File: src/rtl/line_seq_pkg.sv
// Shared types and default widths for the line sequencer slice.
package line_seq_pkg;

    typedef enum logic [1:0] {
        IDLE,
        ISSUE,
        WAIT,
        HOLD
    } state_t;

    typedef enum logic {
        DRAW,
        ERASE
    } phase_t;

    localparam int COORD_W_DEF = 11;
    localparam int HOLD_W_DEF  = 24;

endpackage

File: src/rtl/line_sequencer_hold_timer.sv
// hold_timer: loads a cycle count and counts down to zero; o_expired is
// high whenever the count is zero. A load of 0 behaves like a load of 1.
module hold_timer
    import line_seq_pkg::*;
#(
    parameter int HOLD_W = HOLD_W_DEF
) (
    input  logic              clk,
    input  logic              reset,
    input  logic              i_load,
    input  logic [HOLD_W-1:0] i_cycles,
    output logic              o_expired
);

    logic [HOLD_W-1:0] r_count;

    // Count register: load cycles-1 on entry, then decrement to zero.
    always_ff @(posedge clk) begin
        if (reset) begin
            r_count <= '0;
        end else if (i_load) begin
            r_count <= (i_cycles == '0) ? '0 : i_cycles - 1'b1;
        end else if (r_count != '0) begin
            r_count <= r_count - 1'b1;
        end
    end

    assign o_expired = (r_count == '0);

endmodule

File: src/rtl/line_sequencer.sv
// line_sequencer: walks a programmable segment table and feeds line_drawer
// with a start/done handshake, animating draw / hold / erase.
// Build option: define LINE_SEQ_ERASE_EN to enable the erase phase; when it
// is undefined lines are only drawn and ld_color is tied high.
module line_sequencer
    import line_seq_pkg::*;
#(
    parameter  int NUM_SEGS = 8,
    parameter  int COORD_W  = COORD_W_DEF,
    parameter  int HOLD_W   = HOLD_W_DEF,
    parameter  int PASS_W   = 8,
    localparam int IDX_W    = $clog2(NUM_SEGS)
) (
    input  logic               clk,
    input  logic               reset,
    input  logic               enable,
    input  logic               mode,
    input  logic [HOLD_W-1:0]  hold_cycles,
    input  logic               tbl_we,
    input  logic [IDX_W-1:0]   tbl_addr,
    input  logic [COORD_W-1:0] tbl_x0,
    input  logic [COORD_W-1:0] tbl_y0,
    input  logic [COORD_W-1:0] tbl_x1,
    input  logic [COORD_W-1:0] tbl_y1,
    output logic               ld_start,
    output logic [COORD_W-1:0] ld_x0,
    output logic [COORD_W-1:0] ld_y0,
    output logic [COORD_W-1:0] ld_x1,
    output logic [COORD_W-1:0] ld_y1,
    output logic               ld_color,
    input  logic               ld_done,
    output logic [IDX_W-1:0]   seg_idx,
    output logic               busy,
    output logic [PASS_W-1:0]  pass_count
);

    logic [4*COORD_W-1:0] r_table [NUM_SEGS];

    state_t               r_state, w_state_nx;
    logic [IDX_W-1:0]     r_idx, w_idx_nx, w_idx_inc;
    logic                 r_mode;
    logic [PASS_W-1:0]    r_pass;
    logic [COORD_W-1:0]   r_x0, r_y0, r_x1, r_y1;
    logic                 w_last, w_wrap, w_latch_mode;
    logic                 w_hold_load, w_expired;
`ifdef LINE_SEQ_ERASE_EN
    phase_t               r_phase, w_phase_nx;
    logic                 r_color;
`endif

    assign w_last      = (r_idx == IDX_W'(NUM_SEGS - 1));
    assign w_idx_inc   = w_last ? '0 : r_idx + 1'b1;
    assign w_hold_load = (w_state_nx == HOLD) && (r_state != HOLD);

    hold_timer #(
        .HOLD_W (HOLD_W)
    ) u_hold (
        .clk       (clk),
        .reset     (reset),
        .i_load    (w_hold_load),
        .i_cycles  (hold_cycles),
        .o_expired (w_expired)
    );

    // Segment table: written at any time, never reset.
    always_ff @(posedge clk) begin
        if (tbl_we && (32'(tbl_addr) < NUM_SEGS)) begin
            r_table[tbl_addr] <= {tbl_x0, tbl_y0, tbl_x1, tbl_y1};
        end
    end

    // Next state, next index and pass-boundary decisions.
    always_comb begin
        w_state_nx   = r_state;
        w_idx_nx     = r_idx;
        w_wrap       = 1'b0;
        w_latch_mode = 1'b0;
`ifdef LINE_SEQ_ERASE_EN
        w_phase_nx   = r_phase;
`endif
        case (r_state)
            IDLE: begin
                if (enable) begin
                    w_state_nx   = ISSUE;
                    w_idx_nx     = '0;
                    w_latch_mode = 1'b1;
`ifdef LINE_SEQ_ERASE_EN
                    w_phase_nx   = DRAW;
`endif
                end
            end
            ISSUE: begin
                w_state_nx = WAIT;
            end
            WAIT: begin
                if (ld_done) begin
`ifdef LINE_SEQ_ERASE_EN
                    if (r_phase == DRAW) begin
                        if (!r_mode || w_last) begin
                            w_state_nx = HOLD;
                        end else begin
                            w_state_nx = ISSUE;
                            w_idx_nx   = w_idx_inc;
                        end
                    end else begin
                        // An erase finished: mid-sweep keeps erasing, otherwise
                        // this is a safe point to start over or stop.
                        w_state_nx = ISSUE;
                        w_idx_nx   = w_idx_inc;
                        w_phase_nx = (r_mode && !w_last) ? ERASE : DRAW;
                        if (w_last) begin
                            w_wrap       = 1'b1;
                            w_latch_mode = 1'b1;
                        end
                        if ((!r_mode || w_last) && !enable) begin
                            w_state_nx = IDLE;
                            w_idx_nx   = '0;
                        end
                    end
`else
                    if (!r_mode || w_last) begin
                        w_state_nx = HOLD;
                    end else begin
                        w_state_nx = ISSUE;
                        w_idx_nx   = w_idx_inc;
                    end
`endif
                end
            end
            HOLD: begin
                if (w_expired) begin
`ifdef LINE_SEQ_ERASE_EN
                    w_state_nx = ISSUE;
                    w_phase_nx = ERASE;
                    if (r_mode) begin
                        w_idx_nx = '0;
                    end
`else
                    w_state_nx = ISSUE;
                    w_idx_nx   = w_idx_inc;
                    if (w_last) begin
                        w_wrap       = 1'b1;
                        w_latch_mode = 1'b1;
                    end
                    if (!enable) begin
                        w_state_nx = IDLE;
                        w_idx_nx   = '0;
                    end
`endif
                end
            end
            default: begin
                w_state_nx = IDLE;
            end
        endcase
    end

    // State, counters and the segment latch taken on entry to ISSUE.
    always_ff @(posedge clk) begin
        if (reset) begin
            r_state <= IDLE;
            r_idx   <= '0;
            r_mode  <= 1'b0;
            r_pass  <= '0;
            r_x0    <= '0;
            r_y0    <= '0;
            r_x1    <= '0;
            r_y1    <= '0;
`ifdef LINE_SEQ_ERASE_EN
            r_phase <= DRAW;
            r_color <= 1'b0;
`endif
        end else begin
            r_state <= w_state_nx;
            r_idx   <= w_idx_nx;
            if (w_latch_mode) begin
                r_mode <= mode;
            end
            if (w_wrap) begin
                r_pass <= r_pass + 1'b1;
            end
            if (w_state_nx == ISSUE) begin
                {r_x0, r_y0, r_x1, r_y1} <= r_table[w_idx_nx];
            end
`ifdef LINE_SEQ_ERASE_EN
            r_phase <= w_phase_nx;
            if (w_state_nx == ISSUE) begin
                r_color <= (w_phase_nx == DRAW);
            end
`endif
        end
    end

    assign ld_start   = (r_state == ISSUE);
    assign ld_x0      = r_x0;
    assign ld_y0      = r_y0;
    assign ld_x1      = r_x1;
    assign ld_y1      = r_y1;
`ifdef LINE_SEQ_ERASE_EN
    assign ld_color   = r_color;
`else
    assign ld_color   = 1'b1;
`endif
    assign seg_idx    = r_idx;
    assign busy       = (r_state != IDLE);
    assign pass_count = r_pass;

endmodule

File: config.mk
export PLATFORM = sky130hd
export DESIGN_NAME = line_sequencer
export DESIGN_NICKNAME = d
export VERILOG_FILES = /design/src/rtl/line_seq_pkg.sv /design/src/rtl/line_sequencer_hold_timer.sv /design/src/rtl/line_sequencer.sv
export SDC_FILE = /design/constraint.sdc
export NUM_CORES = 1
export LEC_CHECK = 0
export ABC_CLOCK_PERIOD_IN_PS = 4300
export CAP_MARGIN = 20
export CORE_UTILIZATION = 45
export CTS_CLUSTER_DIAMETER = 50
export DETAILED_ROUTE_END_ITERATION = 7
export PLACE_DENSITY_LB_ADDON = 0.05
export SYNTH_ARGS = -nofsm -noshare
export SYNTH_HDL_FRONTEND = slang
export SYNTH_SLANG_ARGS = --single-unit
File: constraint.sdc
create_clock -name clk -period 4.3 [get_ports clk]
set_clock_uncertainty 0.1 [all_clocks]
set_input_delay 0.645 -clock clk [delete_from_list [all_inputs] [get_ports clk]]
set_output_delay 0.645 -clock clk [all_outputs]
set_load 0.05 [all_outputs]
# [Word-level counts from Yosys, hierarchy flattened]
# Memory sizes are Yosys's and may differ from the RTL's. A register that Yosys moved wholly into a read port is not among the register bits.
# Index checks and enable logic that the tools add are counted.
[word_totals] romBits=0 elab_cells=49 mem_bits_rw=352 input_bits=77 reg_bits=38 memories=1 output_inout_bits=58 latchBits=0
[classes] mux=23 bitwise_logic=0 n_shift=0 div=0 n_eq_ne=7 reduce_logical=9 multipliers=0 addsub=4 n_lt_le_gt_ge=0
[mem_list] name="r_table" words=8 width=44 rd=1 rd_clocked_by_memory_dff=1 wr=1 line="line_sequencer.sv:37" source="logic [4*COORD_W-1:0] r_table [NUM_SEGS];"
[op_table] op="$mux W24" n=3
[op_table] op="$logic_not A24 Y1" n=2
[op_table] op="$sub A24 B1 Y24 const B" n=2
[op_table] op="$reduce_bool A24 Y1" n=1
[op_table] op="$mux W3" n=6
[op_table] op="$pmux W3 S3" n=1
[op_table] op="$add A8 B1 Y8 const B" n=1
[op_table] op="$mux W2" n=4
[op_table] op="$pmux W2 S4" n=1
[op_table] op="$mux W1" n=7
[op_table] op="$eq A2 B2 Y1 const B" n=3
[op_table] op="$eq A2 B1 Y1 const B" n=2
[op_table] op="$reduce_bool A2 Y1" n=2
[op_table] op="$add A3 B1 Y3 const B" n=1
[op_table] op="$eq A3 B3 Y1 const B" n=1
[op_table] op="$logic_not A2 Y1" n=1
[op_table] op="$ne A2 B2 Y1 const B" n=1
[op_table] op="$pmux W1 S2" n=1
[op_table] op="$logic_and A1 B1 Y1" n=1
[op_table] op="$logic_not A1 Y1" n=1
[op_table] op="$logic_or A1 B1 Y1" n=1

# [Longest topological paths before layout]
# Gate-level depths: netlist (run 1).
[depth] word_depth=8 depth_mapped=14 mapped_depth_nobuf=9

# [Hierarchy]
# A second synthesis (run 1) with hierarchy kept.
[hier_totals] hier_cells=1386 hier_area_um2=18163.7
[by_module_without_submodules] module="line_sequencer" n_inst=1 seq_area_each_um2=11731.3 cells_per_inst=1172 area_per_inst_um2=16355.7
[by_module_without_submodules] module="hold_timer" n_inst=1 seq_area_each_um2=480.5 cells_per_inst=214 area_per_inst_um2=1808.0

# [Worst setup path after synthesis (run 1)]
# OpenSTA, ideal clock, no wires.
[synth_path] path_kind="in2reg" from="input tbl_addr[2]" to="memory r_table[0][0] in the netlist's numbering (enable)" setup_slack_ns=-0.135 t_required_ns=3.700 arrival_time_ns=3.835 path_buffers=0 path_stages=2 setup_time_ns=0.500 path_cell_list="nand2b_1 nor3_1"
[synth_lines] item="start, declared" line="line_sequencer.sv:20" source="input logic [IDX_W-1:0] tbl_addr,"
[synth_lines] item="end, declared" line="line_sequencer.sv:37"
# Straight into the memory's write port.

# [Worst setup path in the final report (run 1)]
[layout_path] from="register r_idx[0] (netlist: seg_idx[0])" to="register r_y0[1] (netlist: ld_y0[1]), read port of r_table"
[layout_via] elab_chain_len=6 word_cells_on_any_way=14 cone_classes="1 x add/sub; 2 x eq/ne; 10 x mux; 1 x reduce/logical"
[layout_rtl] item="start, declared" line="line_sequencer.sv:40" source="logic [IDX_W-1:0] r_idx, w_idx_nx, w_idx_inc;"
[layout_rtl] item="start signal, assigned" line="line_sequencer.sv:175" source="r_idx <= w_idx_nx;"
[layout_rtl] item="parallel branches: the longest is 6 deep, another holds $add A3 B1 Y3"
[layout_rtl] item="end, declared" line="line_sequencer.sv:43" source="logic [COORD_W-1:0] r_x0, r_y0, r_x1, r_y1;"
# Parallel ways; which one is timed is not known.
# A chain may end at the register's enable or synchronous reset.

==> results of run 1 <==
[cells in the mapped netlist, drive strengths merged (4+ instances only)]
cell,count,area [um^2]
edfxtp,352,10600
nand2,214,803
nor4b,89,786
a221oi,88,771
a311o,87,871
nor2,84,315
clkbuf,82,308
dfxtp,82,1640
a311oi,45,457
buf,43,244
a21oi,29,149
nand3,25,125
xor2,24,210
nor3,22,144
xnor2,19,166
nor4,14,109
inv,11,41.3
ha,10,125
or3,9,61.3
o21ai,8,43.8
a211oi,7,52.6
or4,6,48.8
and3,5,31.3
mux2i,5,50.1
nand4,4,25.0
or2,4,25.0
[registers in the layout, summed over array words and instances, names as in the netlist, 3 cells and up]
signal	count
ld_x1	11
u_hold.r_count	24
ld_y0	11
seg_idx	3
pass_count	8
ld_x0	11
ld_y1	11
r_table	352
[final timing paths]
kind,start,endpoint,cells past startpoint
max,seg_idx[0]$_SDFF_PP0_,ld_y0[1]$_SDFFE_PP0N_,11
min,pass_count[7]$_SDFFE_PP0P_,pass_count[7]$_SDFFE_PP0P_,2
max reg2reg,seg_idx[0]$_SDFF_PP0_,ld_y0[1]$_SDFFE_PP0N_,11
min reg2reg,pass_count[7]$_SDFFE_PP0P_,pass_count[7]$_SDFFE_PP0P_,2
[report_power, final]
group	internal, W	switching (W)
clock network	0.00263	0.00170
registers	0.00488	0.000224
logic	0.000836	0.00148
total	0.00834	0.00340
[metrics by stage]
| stage | area (um^2) | cells | hold WS, ns | worst slack, ns |
|---|---|---|---|---|
| 3_5_place_dp | 20400 | 1967 | 0.385 | 0.773 |
| 6_report | 22100 | 2060 | 0.393 | 0.912 |
| 2_1_floorplan | 18400 | 1401 | 0.361 | 0.999 |
| 3_3_place_gp | 20400 | 1967 | 0.368 | 0.808 |
| 4_1_cts | 22100 | 2059 | 0.393 | 0.892 |
| 5_1_grt | 22100 | 2060 | 0.417 | 0.628 |
[per-layer routing]
| layer | up-vias | global-route usage (%) |
|---|---|---|
| met3 | 69 | 3.84 |
| met2 | 408 | 38.1 |
| li1 | 5739 | - |
| met4 | 6 | 6.72 |
| met5 | - | 0 |
| met1 | 6346 | 31.4 |
[critical path, cell delays in order, from the launching register on]
cell       delay (ns)
dfxtp_1          0.51
ha_1             0.21
ha_1             0.21
nand3b_1         0.21
mux2i_1          0.31
o2bb2ai_4        0.10
buf_4            0.21
buf_12           0.25
nor4b_1          0.44
a221oi_1         0.10
a311o_1          0.36
a311oi_1         0.23
[kinds of logic (layout without fill, tap and decap cells)]
group / Yosys count / after routing / share of synthesized area, %
AND/OR/NAND/NOR: 493 / 493 / 14.1
flip-flops: 434 / 434 / 66.3
AO/OA/AOI/OAI: 278 / 278 / 13.3
buffers and inverters: 136 / 269 / 3.22
XOR/XNOR: 43 / 43 / 2.04
adder cells (fa/ha/maj): 10 / 10 / 0.679
multiplexers: 6 / 6 / 0.333
other: 1 / 2 / 0.0204
[area by class of cell]
cell class | count | share of cell area, %
Sequential cell | 434 | 55.3
Antenna cell | 1 | 0.0113
Timing Repair Buffer | 166 | 7.93
Multi-Input combinational cell | 831 | 26.0
Inverter | 11 | 0.187
Clock inverter | 30 | 1.65
Clock buffer | 62 | 6.01
Tap cell | 525 | 2.97
==> out/metrics.yaml, run 1 <==
cts:
  cts.sinks: 434
  cts_tree: "built"
  cts-buffers-inserted: 49
  cts-root-buf: "clkbuf_16"
  clkLatencyLatePin_ns: 0.57
  hold_buffers: 0
  cts.clk_slew.worst_paths_ns: 0.06
  cts_resized: 0
  max-clock-path-buffers: 3
  post-cts-setup-buffers: 0
  htree_num_levels: 2
drt:
  first_pass_iters: 7
  finalWirelength_mm: 48.7
  met2_length_mm: 23.1
  wire_per_inst_um: 23.6
  top_layer: "met5"
  ant_nets: 0
  drc: 0
  wl_met3_mm: 3.11
  num_vias: 12568
  wl_met1_mm: 21.5
  avgViaCountPerCell: 6.10
  drtIter0Drc: 840
synthesis:
  syn_avg_cell_area_um2: 13.1
  netlist_instances: 1401
  synthArstFlopShare_pct: 0
  synth-main-ff-cell: "edfxtp_1"
  synth-edff-count: 352
  seq_area_frac_synth_pct: 66.3
  synth.distinct_cells: 58
  synthesis.area_um2: 18400
  synth-warning-count: 0
  ys_ff_latch: 434
  synth_fp_nets: 1488
timing:
  final-hold-violation-count: 0
  rsz0062_at_grt: "false"
  tightest_slew_ns: 0.860
  tns_ns: 0
  setup_viol: 0
  slew_headroom_pct: 42.7
  fmax_ghz: 0.295
  maxSlewViolCount: 0
  fin_crit_ns: 3.39
  post-route-period-util_pct: 78.8
flow_run:
  maxCapViolations: 0
placement:
  port_buffers: 133
  gp_congestion: 0.810
  hpwlAfterDp_mm: 25.6
layout:
  nFillCells: 3337
  final_util_pct: 55.1
  layout_commonest_cell: "edfxtp_1"
  finalNetCount: 1580
  regArea_um2: 12200
  area_growth_pct: 20.0
  multi_input_area_um2: 5740
  final_cell_mix: "edfxtp_1 (352), nand2_1 (214), clkdlybuf4s50_1 (132), nor4b_1 (88), a221oi_1 (88)"
  drive_gt1_share_pct: 10.0
floorplanning:
  rows: 73
  start_util_pct: 45.9
  die_area_um2: 41800
  num_io_pins: 135
  chipWidth_um: 204
  die_y_um: 204
  core-area_um2: 40100
grt:
  antenna_found_initial: 4
  grt_max_degree: 90
  grt_pass1_vias: 12456
  grt_pass1_wl_mm: 73.7
  overflow: 0
  grt_use_total_pct: 23.2
power:
  power_w: 0.0117
  cellLeakagePower_nw: 7.18
  p_per_area_nw_per_um2: 531
  ir_worst_vdd_v: 0.000432
critical_path:
  worst-path-max-fanout: 74
  crit_required_ns: 4.67
  ff2ff_setup_slack_ns: 0.91
  path_class: "reg2reg"
  start_kind: "register"
  cp-end-kind: "register"
  cp.arrival_ns: 3.76
run_status:
  status: "finished, final reports clean"
hold_path:
  hp-class: "reg2reg"
No activity file was read; power rests on OpenSTA's default activity.
==> inputs of run 2 (changes only) <==
Settings changed: ABC_CLOCK_PERIOD_IN_PS 4300 to 2730.
Clock period 4.3 ns to 2.73 ns, I/O delays scaled along.
==> out/metrics.yaml, run 2 (synthesized netlist as in run 1, its figures left out) <==
run_status:
  status: "finished with violations"
  violations: "negative setup slack"
grt:
  overflow: 0
  grt_pass1_wl_mm: 78.6
  grt_use_total_pct: 24.9
  antenna_found_initial: 2
  grt_pass1_vias: 13158
  grt_max_degree: 89
layout:
  largest_register_ffs: 352
  nFillCells: 3122
  layout_commonest_cell: "edfxtp_1"
  finalNetCount: 1721
  drive_gt1_share_pct: 28.3
  final_cell_mix: "edfxtp_1 (352), nand2_1 (208), clkdlybuf4s50_1 (130), buf_4 (101), a311o_1 (87)"
  stdcell_count: 2199
  final_area_um2: 25000
  largestRegisters: "r_table x352, u_hold.r_count x24"
  area_growth_pct: 35.7
  top_register: "r_table"
timing:
  maxSlewViolCount: 0
  whs_ns: 0.276
  final-hold-violation-count: 0
  tns_ns: -5.03
  setup_ws_ns: -0.162
  tightest_slew_ns: 0.680
  slew_headroom_pct: 54.7
  fmax_ghz: 0.346
  post-route-period-util_pct: 106
  fin_crit_ns: 2.89
  setup_viol: 44
  rsz0062_at_grt: "true"
floorplanning:
  die_area_um2: 41800
  rows: 73
  start_util_pct: 45.9
  die_y_um: 204
  core-area_um2: 40100
  chipWidth_um: 204
  num_io_pins: 135
power:
  cellLeakagePower_nw: 8.32
  p_per_area_nw_per_um2: 782
  ir_worst_vdd_v: 0.000562
hold_path:
  hp-start: "reset"
  min_to: "ld_x0[3]$_SDFFE_PP0N_"
  hp-class: "in2reg"
  whs_path_depth: 2
critical_path:
  cp-end-kind: "register"
  crit_top_cell: "buf_12"
  cp_slowest_cell: "or3_4"
  worst-path-max-fanout: 13
  start_kind: "register"
  ff2ff_setup_slack_ns: -0.16
  cp.arrival_ns: 3.23
  reg2reg_to: "ld_y0[8]$_SDFFE_PP0N_"
  path_class: "reg2reg"
  crit_path_max_incr_delay_ns: 0.45
  crit_required_ns: 3.07
  reg2reg_depth: 12
  worstReg2RegStart: "u_hold.r_count[0]$_SDFFE_PP0P_"
  crit_chain: "inv_2 -> ha_4 -> nor4b_4 -> and4_4 -> buf_6 -> a21oi_4 -> or3_4 -> buf_12 -> buf_12 -> a221oi_4 -> a311o_1 -> a311oi_2"
cts:
  cts_tree: "built"
  htree_num_levels: 2
  cts-root-buf: "clkbuf_16"
  hold_buffers: 0
  clkLatencyLatePin_ns: 0.59
  cts-buffers-inserted: 48
  cts.clk_slew.worst_paths_ns: 0.06
  max-clock-path-buffers: 3
  cts.sinks: 434
placement:
  port_buffers: 133
  gp_congestion: 0.818
  place_ws_ns: -0.438
  postPlaceCellArea_um2: 22200
  hpwlAfterDp_mm: 28.5
  dp.cells: 2083
flow_run:
  maxCapViolations: 0
drt:
  wire_per_inst_um: 24.1
  first_pass_iters: 7
  num_vias: 13280
  finalWirelength_mm: 53.1
  drtIter0Drc: 1072
  ant_nets: 0
  avgViaCountPerCell: 6.04
  drc: 0
## run 2: changes by cell type in the layout (fill, tap and decap cells not counted), sizes merged
cell,delta
bufbuf,+1
bufinv,-2
clkinv,-1
dlygate4sd2,+2
clkinvlp,-2
clkbuf,+10
buf,+136
inv,-3
clkdlybuf4s50,-2
## run 2: worst max-delay path: cells and delay by family (launching register included)
kind / cells / cell delay [ns]
flip-flops: 1 / 0.32
buffers and inverters: 4 / 0.52
AO/OA/AOI/OAI: 4 / 0.62
adder cells (fa/ha/maj): 1 / 0.13
AND/OR/NAND/NOR: 3 / 1.05
## run 2: layout make-up
cell class                 instances  area [um^2]  area share [%]
antenna                            1         2.50          0.0100
clock buffer                      67         1340            5.37
clock inverter                    22          258            1.03
inverter                          11         41.3           0.165
multi-input combinational        831         6930            27.7
sequential                       434        12200            48.9
tap                              525          657            2.63
timing repair buffer             308         3550            14.2
## run 2: stage by stage
step | total power (W) | util, %
after global placement | 0.0126 | 55.4
after CTS | 0.0196 | 60.9
after detailed placement | 0.0126 | 55.4
after floorplan | 0.0107 | -
after global routing | 0.0203 | 62.4
final | 0.0196 | 62.4
## run 2: power by group
part	switching, W	internal [W]	total, W
logic	0.00285	0.00211	0.00496
registers	0.000335	0.00771	0.00804
clock network	0.00264	0.00392	0.00656
total	0.00582	0.0137	0.0196
## run 2: worst max path at each step
stage	startpoint	end	slack, ns	cells after the start
after CTS	u_hold.r_count[0]$_SDFFE_PP0P_	ld_x1[2]$_SDFFE_PP0N_	-0.13	14
after global placement	enable	ld_y0[10]$_SDFFE_PP0N_	-0.37	9
after floorplan	tbl_addr[2]	r_table[1][0]$_DFFE_PP_	-0.29	2
after global routing	u_hold.r_count[0]$_SDFFE_PP0P_	ld_y0[8]$_SDFFE_PP0N_	-0.27	12
final	u_hold.r_count[0]$_SDFFE_PP0P_	ld_y0[8]$_SDFFE_PP0N_	-0.16	12
after detailed placement	enable	ld_y0[8]$_SDFFE_PP0N_	-0.44	9
## run 2: timing repair
item / 4_1_cts / 5_1_grt
buffers inserted: 13 / 3
pin swaps: 24 / 34
resized for setup: 70 / 69
endpoints found under the setup margin: 49 / 48
hold endpoints to repair: 0 / 0
gates cloned: 5 / 6
## run 2: routing by layer
layer	vias to the layer above	GRT usage [%]	wire length (um)
met5	-	0	13
met4	2	7.52	954
met3	82	3.64	3600
met2	444	39.5	25100
met1	6692	35.3	23400
li1	6060	-	-
==> inputs of run 3 (changes only) <==
Settings changed: CORE_UTILIZATION 45 to 50, CTS_CLUSTER_SIZE set to 24.
==> out/metrics.yaml, run 3 (synthesized netlist as in run 1, its figures left out) <==
floorplanning:
  chipWidth_um: 194
  die_y_um: 194
  num_io_pins: 135
  core-area_um2: 35900
  start_util_pct: 51.3
  die_area_um2: 37600
  rows: 69
timing:
  maxSlewViolCount: 0
  final-hold-violation-count: 0
  fin_crit_ns: 3.00
  rsz0062_at_grt: "true"
  post-route-period-util_pct: 110
  setup_ws_ns: -0.267
  tightest_slew_ns: 0.632
  slew_headroom_pct: 57.7
  setup_viol: 44
  fmax_ghz: 0.334
cts:
  htree_num_levels: 2
  cts.clk_slew.worst_paths_ns: 0.08
  hold_buffers: 0
  cts-buffers-inserted: 41
  cts_tree: "built"
  max-clock-path-buffers: 3
  cts.sinks: 434
  clkLatencyLatePin_ns: 0.57
  cts-root-buf: "clkbuf_16"
drt:
  wire_per_inst_um: 25.4
  drtIter0Drc: 1305
  finalWirelength_mm: 54.9
  num_vias: 13643
  avgViaCountPerCell: 6.31
  first_pass_iters: 5
  drc: 0
  ant_nets: 0
critical_path:
  start_kind: "register"
  reg2reg_depth: 11
  ff2ff_setup_slack_ns: -0.27
  worstReg2RegStart: "u_hold.r_count[0]$_SDFFE_PP0P_"
  worstSetupEndpoint: "ld_x0[10]$_SDFFE_PP0N_"
  cp_slowest_cell: "or3b_4"
  cp.arrival_ns: 3.35
  crit_path_start: "u_hold.r_count[0]$_SDFFE_PP0P_"
  crit_required_ns: 3.09
  path_class: "reg2reg"
  crit_path_max_incr_delay_ns: 0.43
  cpLargestDelayFamily: "simple AND/OR/NAND/NOR gates"
  worst-path-max-fanout: 8
  crit_chain: "inv_2 -> ha_4 -> nor4b_4 -> and3_4 -> a31oi_1 -> or3b_4 -> and2_4 -> buf_12 -> clkbuf_16 -> a311o_1 -> a311oi_1"
  cp.depth: 11
  critPathBufInv: 3
  cp-end-kind: "register"
  reg2reg_to: "ld_x0[10]$_SDFFE_PP0N_"
layout:
  nFillCells: 2461
  finalNetCount: 1753
  layout_commonest_cell: "edfxtp_1"
  final_cell_mix: "edfxtp_1 (352), nand2_1 (210), clkdlybuf4s50_1 (131), buf_4 (113), a311o_1 (87)"
  drive_gt1_share_pct: 29.3
  top_register: "r_table"
  area_growth_pct: 37.2
  final_area_um2: 25300
  regArea_um2: 12200
  multi_input_area_um2: 6860
  largestRegisters: "r_table x352, u_hold.r_count x24"
  largest_register_ffs: 352
placement:
  port_buffers: 133
  postPlaceCellArea_um2: 22000
  gp_congestion: 0.827
  hpwlAfterDp_mm: 28.0
  place_ws_ns: -0.414
run_status:
  status: "finished with violations"
  violations: "negative setup slack"
power:
  p_per_area_nw_per_um2: 762
  ir_worst_vdd_v: 0.000708
  cellLeakagePower_nw: 8.48
grt:
  antenna_found_initial: 1
  grt_pass1_wl_mm: 79.2
  grt_max_degree: 47
  grt_pass1_vias: 13504
  grt_use_total_pct: 27.3
  overflow: 0
hold_path:
  hp-class: "in2reg"
flow_run:
  maxCapViolations: 0
run 3: cell count changes in the layout (fill, tap and decap cells not counted), moves of 5 or more:
cell	previous run	this run
nor4b_1	16	47
nor4b_2	68	39
buf_4	101	113
clkbuf_1	13	6
a211oi_1	7	1
a211oi_2	0	6
buf_6	12	18
clkbuf_16	54	60
inv_6	1	7
a311oi_1	28	23
a311oi_2	17	22
run 3: worst min path at each step:
stage | to | slack, ns | depth (start not counted) | from
after CTS | u_hold.r_count[9]$_SDFFE_PP0P_ | 0.03 | 2 | reset
after global routing | u_hold.r_count[18]$_SDFFE_PP0P_ | 0.08 | 2 | reset
after global placement | pass_count[7]$_SDFFE_PP0P_ | 0.37 | 2 | pass_count[7]$_SDFFE_PP0P_
after floorplan | r_mode$_SDFFE_PP0P_ | 0.36 | 2 | r_mode$_SDFFE_PP0P_
final | u_hold.r_count[8]$_SDFFE_PP0P_ | 0.07 | 2 | reset
after detailed placement | pass_count[7]$_SDFFE_PP0P_ | 0.38 | 2 | pass_count[7]$_SDFFE_PP0P_
run 3: final cells by class:
class	instances	area share [%]
diodes	1	0.00990
clock buffers	50	4.40
clock inverters	26	1.21
inverters	11	0.163
multi-input cells	833	27.1
flip-flops and latches	434	48.4
well taps	461	2.28
repair buffers	345	16.4
run 3: per-layer routing:
layer | share of wire (%) | track usage (%)
met5 | 0 | 0
met4 | 1.9 | 9.05
met3 | 7.5 | 4.33
met2 | 49 | 44.8
met1 | 42 | 37.2
run 3: power by group:
group	switching (W)	internal (W)
sequential	0.000332	0.00770
combinational	0.00298	0.00229
clock	0.00266	0.00331
run 3: what timing repair did:
| item | CTS | global route |
|---|---|---|
| pin swaps | 27 | 36 |
| setup endpoints to repair | 52 | 60 |
| setup buffers | 17 | 23 |
| hold endpoints to repair | 0 | 0 |
| resized for setup | 52 | 113 |
| cloned | 12 | 18 |
run 3: per-stage QoR:
step / setup TNS [ns] / utilization, % / total power (W) / cells / hold slack [ns]
global route: -10.89 / 70.4 / 0.0199 / 2160 / 0.0846
floorplan: -66.75 / - / 0.0107 / 1401 / 0.361
CTS: -5.95 / 67.4 / 0.0188 / 2123 / 0.0300
detailed placement: -16.19 / 61.4 / 0.0127 / 2018 / 0.379
finish: -6.21 / 70.4 / 0.0193 / 2161 / 0.0691
global placement: -14.47 / 61.4 / 0.0126 / 2018 / 0.368
run 3: worst register-to-register path: stages (launching register included):
cell       delay (ns)
dfxtp_2          0.33
inv_2            0.07
ha_4             0.12
nor4b_4          0.32
and3_4           0.29
a31oi_1          0.11
or3b_4           0.43
and2_4           0.22
buf_12           0.15
clkbuf_16        0.16
a311o_1          0.27
a311oi_1         0.34
